[src/rtl/lms_fifo_reader.sv]
// Read-side drain engine: waits for a full frame in the async FIFO, bursts it out through the
// 1-cycle-latency read port, and streams it downstream via a 2-entry skid buffer.
module lms_fifo_reader #(
  parameter int unsigned DATA_WIDTH  = 16,
  parameter int unsigned DEPTH_WIDTH = 10,
  parameter int unsigned FRAME_LEN   = 32
) (
  input  logic                  rd_clk,
  input  logic                  rd_rst_n,
  input  logic                  enable,
  output logic                  fifo_rd_en,
  input  logic [DATA_WIDTH-1:0] fifo_rd_data,
  input  logic                  fifo_rd_empty,
  input  logic [DEPTH_WIDTH:0]  fifo_rd_water_level,
  output logic                  m_valid,
  input  logic                  m_ready,
  output logic [DATA_WIDTH-1:0] m_data,
  output logic                  m_last,
  output logic                  busy,
  output logic [15:0]           frame_cnt,
  output logic                  underrun
);

  localparam int unsigned CntW = DEPTH_WIDTH + 1;
  localparam logic [CntW-1:0] FrameLen = CntW'(FRAME_LEN);
  localparam logic [CntW-1:0] LastIdx  = CntW'(FRAME_LEN - 1);

  typedef enum logic [1:0] {StIdle, StBurst, StDrain} state_e;

  state_e                state_q;
  logic [CntW-1:0]       issued_q;
  logic [CntW-1:0]       out_cnt_q;
  logic                  inflight_q;
  logic [DATA_WIDTH-1:0] buf_q [2];
  logic                  wr_ptr_q;
  logic                  rd_ptr_q;
  logic [1:0]            buf_cnt_q;
  logic [1:0]            buf_cnt_d;
  logic [15:0]           frame_cnt_q;
  logic                  underrun_q;

  logic pop;
  logic push;
  logic room;
  logic start;
  logic frame_done;
  logic issue_left;

  assign push       = inflight_q;
  assign m_valid    = (buf_cnt_q != 2'd0);
  assign pop        = m_valid && m_ready;
  assign m_data     = buf_q[rd_ptr_q];
  assign m_last     = m_valid && (out_cnt_q == LastIdx);
  assign busy       = (state_q != StIdle);
  assign frame_cnt  = frame_cnt_q;
  assign underrun   = underrun_q;
  assign issue_left = (issued_q < FrameLen);

  // Buffered plus in-flight samples, net of this cycle's pop, must leave room for one more.
  assign room = ({1'b0, buf_cnt_q} + {2'b00, inflight_q}) < (3'd2 + {2'b00, pop});

  assign fifo_rd_en = (state_q == StBurst) && !fifo_rd_empty && issue_left && room;
  assign start      = (state_q == StIdle) && enable && !fifo_rd_empty &&
                      (fifo_rd_water_level >= FrameLen);
  assign frame_done = (state_q == StDrain) && pop && m_last;
  assign buf_cnt_d  = buf_cnt_q + {1'b0, push} - {1'b0, pop};

  always_ff @(posedge rd_clk) begin
    if (!rd_rst_n) begin
      state_q     <= StIdle;
      issued_q    <= '0;
      out_cnt_q   <= '0;
      inflight_q  <= 1'b0;
      buf_q[0]    <= '0;
      buf_q[1]    <= '0;
      wr_ptr_q    <= 1'b0;
      rd_ptr_q    <= 1'b0;
      buf_cnt_q   <= 2'd0;
      frame_cnt_q <= 16'd0;
      underrun_q  <= 1'b0;
    end else begin
      inflight_q <= fifo_rd_en;
      buf_cnt_q  <= buf_cnt_d;
      if (push) begin
        buf_q[wr_ptr_q] <= fifo_rd_data;
        wr_ptr_q        <= ~wr_ptr_q;
      end
      if (pop) begin
        rd_ptr_q  <= ~rd_ptr_q;
        out_cnt_q <= out_cnt_q + 1'b1;
      end
      if (fifo_rd_en) begin
        issued_q <= issued_q + 1'b1;
      end
      if ((state_q == StBurst) && issue_left && fifo_rd_empty) begin
        underrun_q <= 1'b1;
      end
      unique case (state_q)
        StIdle: begin
          if (start) begin
            state_q   <= StBurst;
            issued_q  <= '0;
            out_cnt_q <= '0;
          end
        end
        StBurst: begin
          if (fifo_rd_en && (issued_q + 1'b1 == FrameLen)) begin
            state_q <= StDrain;
          end
        end
        StDrain: begin
          if (frame_done) begin
            state_q     <= StIdle;
            frame_cnt_q <= frame_cnt_q + 16'd1;
          end
        end
        default: state_q <= StIdle;
      endcase
    end
  end

endmodule

[config.mk]
export PLATFORM = sky130hd
export DESIGN_NAME = lms_fifo_reader
export DESIGN_NICKNAME = d
export VERILOG_FILES = /design/src/rtl/lms_fifo_reader.sv
export SDC_FILE = /design/constraint.sdc
export NUM_CORES = 1
export LEC_CHECK = 0
export ABC_AREA = 1
export CORE_ASPECT_RATIO = 1.25
export CORE_MARGIN = 1.5
export CORE_UTILIZATION = 55
export CTS_CLUSTER_DIAMETER = 80
export DETAILED_ROUTE_END_ITERATION = 16
export DONT_BUFFER_PORTS = 1
export GPL_ROUTABILITY_DRIVEN = 0
export PLACE_DENSITY_LB_ADDON = 0.12
export SYNTH_ARGS = -nofsm -noshare
export SYNTH_HDL_FRONTEND = slang
export SYNTH_SLANG_ARGS = --single-unit
[constraint.sdc]
create_clock -name rd_clk -period 3.9 [get_ports rd_clk]
set_clock_uncertainty 0.1 [all_clocks]
set_input_delay 0.78 -clock rd_clk [delete_from_list [all_inputs] [get_ports rd_clk]]
set_output_delay 0.78 -clock rd_clk [all_outputs]
set_load 0.01 [all_outputs]
# Yosys cells after proc, flatten, opt, wreduce, memory -nomap -nowiden
# Memories as Yosys holds them, arrays and structs flattened. A register that Yosys moved wholly into a read port is not among the register bits.
# Index checks and enable logic that the tools add are counted.
# totals
ff_bits,46
ram_bits,32
input_bits,32
elab_cells,68
mem_count,1
# classes
n_addsub,7
magnitude_cmp,3
eq_ne,7
n_mux,19
bitwise_logic,2
n_reduce_logical,20
# mem_list
name,words,width,read_ports,rd_ports_with_merged_regs,wr,line,rtl
buf_q,2,16,1,1,2,34,logic [DATA_WIDTH-1:0] buf_q [2];
# op_table
cell,n
11-bit two-way mux,6
11-bit by 1-bit adder with 11-bit output (second input constant),2
16-bit by 1-bit adder with 16-bit output (second input constant),1
16-bit two-way mux,1
16-bit OR reduction,1
1-bit logical AND,13
11-bit by 5-bit == test with 1-bit output (second input constant),1
11-bit by 6-bit == test with 1-bit output (second input constant),1
11-bit by 6-bit greater-or-equal comparator with 1-bit output (second input constant),1
11-bit by 6-bit < comparator with 1-bit output (second input constant),1
1-bit two-way mux,8
2-bit two-way mux,3
2-bit one-hot mux with 3 select lines,1
2-bit != test (second input constant),2
2-bit nonzero test,2
2-bit by 1-bit adder with 3-bit output,1
2-bit by 1-bit adder with 3-bit output (first input constant),1
3-bit < comparator,1
3-bit AND reduction,1
2-bit by 1-bit adder with 2-bit output,1
2-bit by 1-bit == test with 1-bit output (second input constant),1
2-bit == test (second input constant),1
2-bit logical NOT,1
2-bit by 1-bit != test with 1-bit output (second input constant),1
4 further kinds,5

# Longest topological paths before layout
# Gate-level depths: netlist (run 1).
# logic_depth
ltp_word,8
depth_mapped,10
mapped_depth_nobuf,10

# Worst setup path after synthesis (run 1)
# OpenSTA, ideal clock, no wires.
# synth_path
kind,input -> register
from,in rd_rst_n
to,mem buf_q[0][0] (enable)
setup_ps,365
arrival_ps,1811
required_ps,3435
path_slack_ps,1624
stages,4
cell_sequence,buf_2 > nand3b_1 > clkbuf_1 > nand2_1
# synth_lines
item,line,rtl
start: declaration,9,"input logic rd_rst_n,"
end: declaration,34,

# Final worst setup path (run 1)
# layout_path
from,reg buf_cnt_q[1]
to,out m_last
# layout_between
elab_chain_cells,2
# layout_lines
item,line,rtl
start: declaration,37,logic [1:0] buf_cnt_q;
start signal: assignment,83,buf_cnt_q <= buf_cnt_d;
2-bit nonzero test,50,assign m_valid = (buf_cnt_q != 2'd0);
via m_valid,15,"output logic m_valid,"
1-bit logical AND,53,assign m_last = m_valid && (out_cnt_q == LastIdx);
end: declaration,18,"output logic m_last,"
# The timed path passes the listed nets, and every way through them passes these cells.

==> results of run 1 <==
[critical path: stages (launching register included)]
cell     delay [ps]
dfxtp_1         420
inv_1            70
nand2_2         160
nand3_1         120
nor4_1          550
[metrics by stage]
step / hold slack [ps] / utilization / cells / worst slack [ps]
after floorplan: 318 / - / 475 / 1620
after global placement: 329 / 0.574 / 554 / 1380
after detailed placement: 335 / 0.574 / 554 / 1350
after CTS: 349 / 0.607 / 570 / 1330
after global routing: 371 / 0.607 / 570 / 1260
final: 345 / 0.607 / 570 / 1360
[cells by family after synthesis]
kind of cell / Yosys count
AO/OA/AOI/OAI: 43
AND/OR/NAND/NOR: 244
buffers and inverters: 68
flip-flops: 79
XOR/XNOR: 17
adder cells (fa/ha/maj): 8
multiplexers: 16
[synthesized netlist by cell type, drive strengths merged]
cell	instances	area, um2
ha	8	100
inv	57	214
nand2	102	388
xor2	14	123
nor2	84	335
buf	6	42.5
nor4	1	6.26
o21ai	14	73.8
clkbuf	5	18.8
nand4	12	81.3
a21oi	29	171
mux2	16	180
xnor2	3	26.3
dfxtp	47	941
nor3b	2	15.0
or2	1	6.26
nor3	14	85.1
nand3	25	130
nand3b	3	30.0
edfxtp	32	961
[sequential cells by signal, indices dropped and copies added, names as in the netlist, named ones only]
register / flops
buf_cnt_q: 2
state_q: 2
rd_ptr_q: 1
out_cnt_q: 11
issued_q: 11
underrun: 1
wr_ptr_q: 1
buf_q: 32
inflight_q: 1
frame_cnt: 16
[per-layer routing]
layer  global-route usage  routed length (um)  vias to the layer above
met1                0.245                3160                     1332
li1                     -                   -                     1545
met5                    0                   0                        -
met3               0.0432                 357                        8
met4               0.0659                  88                        0
met2                0.344                3660                       69
[where the power goes]
part / internal (mW) / total [mW] / switching (mW)
Combinational: 0.0856 / 0.222 / 0.136
Sequential: 0.896 / 0.940 / 0.0440
Clock: 0.368 / 0.681 / 0.313
Total: 1.35 / 1.84 / 0.493
[area by class of cell]
cell class              count  area [um2]
clock buffers               9         124
multi-input cells         328        1750
fillers                   654        2730
inverters                  57         214
well taps                  90         113
flip-flops and latches     79        1900
clock inverters             7         104
[worst min-delay path by stage]
stage	startpoint	end	slack (ps)	cells past startpoint
6_report	issued_q[10]$_SDFF_PN0_	issued_q[10]$_SDFF_PN0_	340	2
5_1_grt	rd_ptr_q$_SDFFE_PN0P_	flip-flop	370	1
4_1_cts	issued_q[10]$_SDFF_PN0_	issued_q[10]$_SDFF_PN0_	350	2
3_5_place_dp	issued_q[10]$_SDFF_PN0_	issued_q[10]$_SDFF_PN0_	340	2
3_3_place_gp	issued_q[9]$_SDFF_PN0_	issued_q[9]$_SDFF_PN0_	330	2
2_1_floorplan	issued_q[9]$_SDFF_PN0_	issued_q[9]$_SDFF_PN0_	320	2
==> reports/metrics.yaml, run 1 <==
status: "completed"
power.leakage_nw: 1.64
hp-class: "reg2reg"
maxCapViolCount: 0
clock-sinks: 79
insertedDiodeCount: 0
start_kind: "flip-flop"
vias: 2954
drt_iter0_markers: 179
ys_types: 31
initial_core_util: 0.567
hpwl_mm: 5.23
htree_levels: 3
postCtsResizedCells: 0
grt_overflow: 0
peakVddDrop_mv: 0.265
cts_tree: "done"
powerDensity_nw_per_um2: 438
final_common_cell: "nand2_1"
syn_to_final_growth_pct: 7.10
fmaxAchievable_mhz: 394
crit_path_end_kind: "output pin"
arrival_ps: 1660
core_region_area_um2: 6930
cts_setup_buffers: 0
antenna_found_initial: 0
netlist_area_um2: 3930
insertion_delay_ps: 340
fin_crit_sh: 0.651
finalSetupViolations: 0
holdBufCountCts: 0
synthXorXnorAreaFrac: 0.0379
timing.rr.end: "buf_q[1][9]$_SDFFCE_PN0P_"
io_buffers: 0
worst_pin_slew_ps: 709
ctsLongestPathBuffers: 2
maxSlewHeadroom: 0.526
layout-drive-gt1-share: 0.119
cp.required_ps: 3020
die_h_um: 97.5
num_io_pins: 69
startpoint: "buf_cnt_q[1]$_SDFF_PN0_"
die-area_um2: 7660
via_per_inst: 5.18
synth_compound_area_frac: 0.0624
syn_area_per_cell_um2: 8.27
rows: 34
grt_setup_unrepaired: "no"
grt_pass1_vias: 2686
final_cell_mix: "nand2_1 (100), nor2_1 (80), inv_1 (53), dfxtp_1 (47), edfxtp_1 (32)"
cts_root_buffer: "clkbuf_8"
ys_ff_latch: 79
p_total_mw: 1.84
rrSetupSlack_ps: 1740
seq_area_frac_synth: 0.484
tns_ps: 0
die_x_um: 78.6
synth_top_family_by_area: "simple AND/OR/NAND/NOR gates"
ys_warn_count: 0
drv_slew: 0
firstDrtPassIters: 4
r2r_start: "inflight_q$_SDFF_PN0_"
r2r_cells: 2
track_usage: 0.200
critPathKind: "reg2out"
cts_buffers: 9
hold_viol: 0
synth_fa_ha_area_frac: 0.0255
synth-simple-area-share: 0.274
crit_end: "m_last"
dpl_cell_area_um2: 3980
finalInstanceArea_um2: 4210
synthMuxAreaShare: 0.0459
drtAntennaViolNets: 0
period_minus_slack_ps: 2540
cp_max_fo: 5
syn_nets: 515
drc: 0
synthCells: 475
grt_pass1_wl_mm: 12.0
wl_mm: 7.27
wl_per_cell_um: 12.7
nets: 515
grt_max_degree: 26
clk_transition_reported_paths_ps: 80
No activity file was read; power rests on OpenSTA's default activity.
==> run 2: changes to the inputs <==
==> constraint.sdc (replaced) <==
create_clock -name rd_clk -period 2.3 [get_ports rd_clk]
set_clock_uncertainty 0.1 [all_clocks]
set_input_delay 0.46 -clock rd_clk [delete_from_list [all_inputs] [get_ports rd_clk]]
set_output_delay 0.46 -clock rd_clk [all_outputs]
set_load 0.01 [all_outputs]
==> run 2 against run 1 <==
Effect of this change: sequential power up 66%; global-route usage down 0.074 points; critical path depth up 1; sequential share of layout area down 0.15 points; wire length down 0.15%; highest routed layer unchanged; via count up 1.4%; register-to-register slack worse by 1300 ps; die area unchanged; hold slack worse by 240 ps.
==> reports/metrics.yaml, run 2 (same netlist as run 1, synthesis figures left out) <==
core_region_area_um2: 6930  # unchanged
grt_pass1_vias: 2717  # +1.2%
final_cell_mix: "nand2_1 (100), nor2_1 (80), inv_1 (53), dfxtp_1 (47), edfxtp_1 (32)"
power.switching_uw: 843  # +71%
worst_pin_slew_ps: 692  # -17.3 ps
largest_reg_flops: 32  # unchanged
rows: 34  # unchanged
htree_levels: 3  # unchanged
grt_overflow: 0  # unchanged
arrival_ps: 1640  # -20 ps
p_total_mw: 3.03  # +64%
drv_slew: 0  # unchanged
antenna_found_initial: 0  # unchanged
track_usage: 0.199  # -0.000744
critPathKind: "reg2out"
clock_power_share: 0.343  # -0.026
ctsLongestPathBuffers: 2  # unchanged
crit_path_end_kind: "output pin"
power_frac_seq: 0.516  # +0.006
top_register: "buf_q"
die-area_um2: 7660  # unchanged
fmaxAchievable_mhz: 455
comb_power_share: 0.140  # +0.020
route.met3.wl_um: 359  # +0.56%
cp.required_ps: 1740  # -1280 ps
slowest_delay_ps: 420  # -130 ps
status: "completed"
wl_met1_mm: 3.18  # +0.70%
grt_pass1_wl_mm: 12.0  # +0.17%
fill_cells: 622  # -4.9%
via_per_inst: 5.21  # +0.51%
firstDrtPassIters: 4  # unchanged
cp_num_buf_inv: 2  # +1
worst_path_max_delay_cell: "dfxtp_1"
peakVddDrop_mv: 0.327  # +24%
rrSetupSlack_ps: 470  # -1270 ps
timing.rr.end: "frame_cnt[6]$_SDFFE_PN0P_"
num_io_pins: 69  # unchanged
internal_power_mw: 2.19  # +62%
top_layer: "met4"
power.leakage_nw: 1.65  # +0.76%
maxCapViolCount: 0  # unchanged
layout-drive-gt1-share: 0.128  # +0.00909
finalSetupViolations: 0  # unchanged
die_x_um: 78.6  # unchanged
grt_max_degree: 26  # unchanged
placed_cells: 559  # +0.90%
cts_root_buffer: "clkbuf_8"
switching_share: 0.278  # +0.0109
cts_setup_buffers: 0  # unchanged
syn_to_final_growth_pct: 7.45
nets: 520  # +0.97%
startpoint: "buf_cnt_q[1]$_SDFF_PN0_"
final_common_cell: "nand2_1"
crit_family: "simple AND/OR/NAND/NOR gates"
cts_tree: "done"
insertedDiodeCount: 0  # unchanged
clk_transition_reported_paths_ps: 80  # about the same
cts_buffers: 9  # unchanged
period_minus_slack_ps: 2200
hpwl_mm: 5.20  # -0.60%
r2r_start: "buf_cnt_q[1]$_SDFF_PN0_"
fin_crit_sh: 0.956
drt_iter0_markers: 116  # -35%
crit_end: "m_last"
postCtsResizedCells: 0  # unchanged
holdBufCountCts: 0  # unchanged
cp_max_fo: 5  # unchanged
wl_mm: 7.26  # -0.15%
clock-sinks: 79  # unchanged
hp-class: "in2reg"
powerDensity_nw_per_um2: 717  # +64%
grt_setup_unrepaired: "no"
hold_viol: 0  # unchanged
hp-start: "rd_rst_n"
insertion_delay_ps: 360  # +20 ps
drtAntennaViolNets: 0  # unchanged
whs_ps: 105  # -240 ps
drc: 0  # unchanged
vias: 2995  # +1.4%
cp_cell_sequence: "inv_1 -> nand2_2 -> nand3_1 -> nor4_1 -> buf_4"
stdcell_count: 575  # +0.88%
critical_path_depth: 5  # +1
dr_wl_met2_mm: 3.62  # -1.2%
initial_core_util: 0.567  # unchanged
io_buffers: 0  # unchanged
wl_per_cell_um: 12.6  # -1.0%
die_h_um: 97.5  # unchanged
r2r_cells: 6  # +4
start_kind: "flip-flop"
maxSlewHeadroom: 0.538  # +0.0119
tns_ps: 0  # unchanged
-- run 2: changes by cell type in the layout (fill, tap and decap cells not counted) --
cell	change
buf_4	+5
bufinv_16	-1
clkinv_4	+1
inv_6	+1
inv_8	-1
-- run 2: worst min path at each step --
stage	endpoint	slack [ps]	cells after the start
floorplan	issued_q[9]$_SDFF_PN0_	320	2
global placement	issued_q[9]$_SDFF_PN0_	330	2
detailed placement	issued_q[9]$_SDFF_PN0_	330	2
CTS	buf_cnt_q[0]$_SDFF_PN0_	90	2
global route	buf_cnt_q[0]$_SDFF_PN0_	120	2
finish	buf_cnt_q[0]$_SDFF_PN0_	100	2
-- run 2: per-layer routing --
layer / global-route usage / up-vias
met5: 0 / -
met4: 0.0714 / 0
met3: 0.0554 / 8
met2: 0.339 / 62
met1: 0.236 / 1376
li1: - / 1549
-- run 2: layout make-up --
class	instances	area, um2	share of cell area
Multi-Input combinational cell	328	1750	0.415
Clock inverter	7	80.1	0.0190
Tap cell	90	113	0.0267
Inverter	57	214	0.0507
Sequential cell	79	1900	0.451
Clock buffer	9	124	0.0293
Timing Repair Buffer	5	37.5	0.00889
-- run 2: metrics by stage --
stage	utilization	area [um2]	setup slack (ps)
6_report	0.609	4220	101
5_1_grt	0.609	4220	28.7
4_1_cts	0.609	4220	89.4
3_5_place_dp	0.579	4020	383
3_3_place_gp	0.579	4020	416
2_1_floorplan	-	3930	344
-- run 2: power groups by stage --
stage / registers (mW) / clock network [mW] / logic, mW
detailed placement: 1.60 / 0 / 0.428
global route: 1.57 / 1.12 / 0.481
CTS: 1.56 / 1.06 / 0.432
global placement: 1.59 / 0 / 0.418
floorplan: 1.58 / 0 / 0.363
finish: 1.56 / 1.04 / 0.425
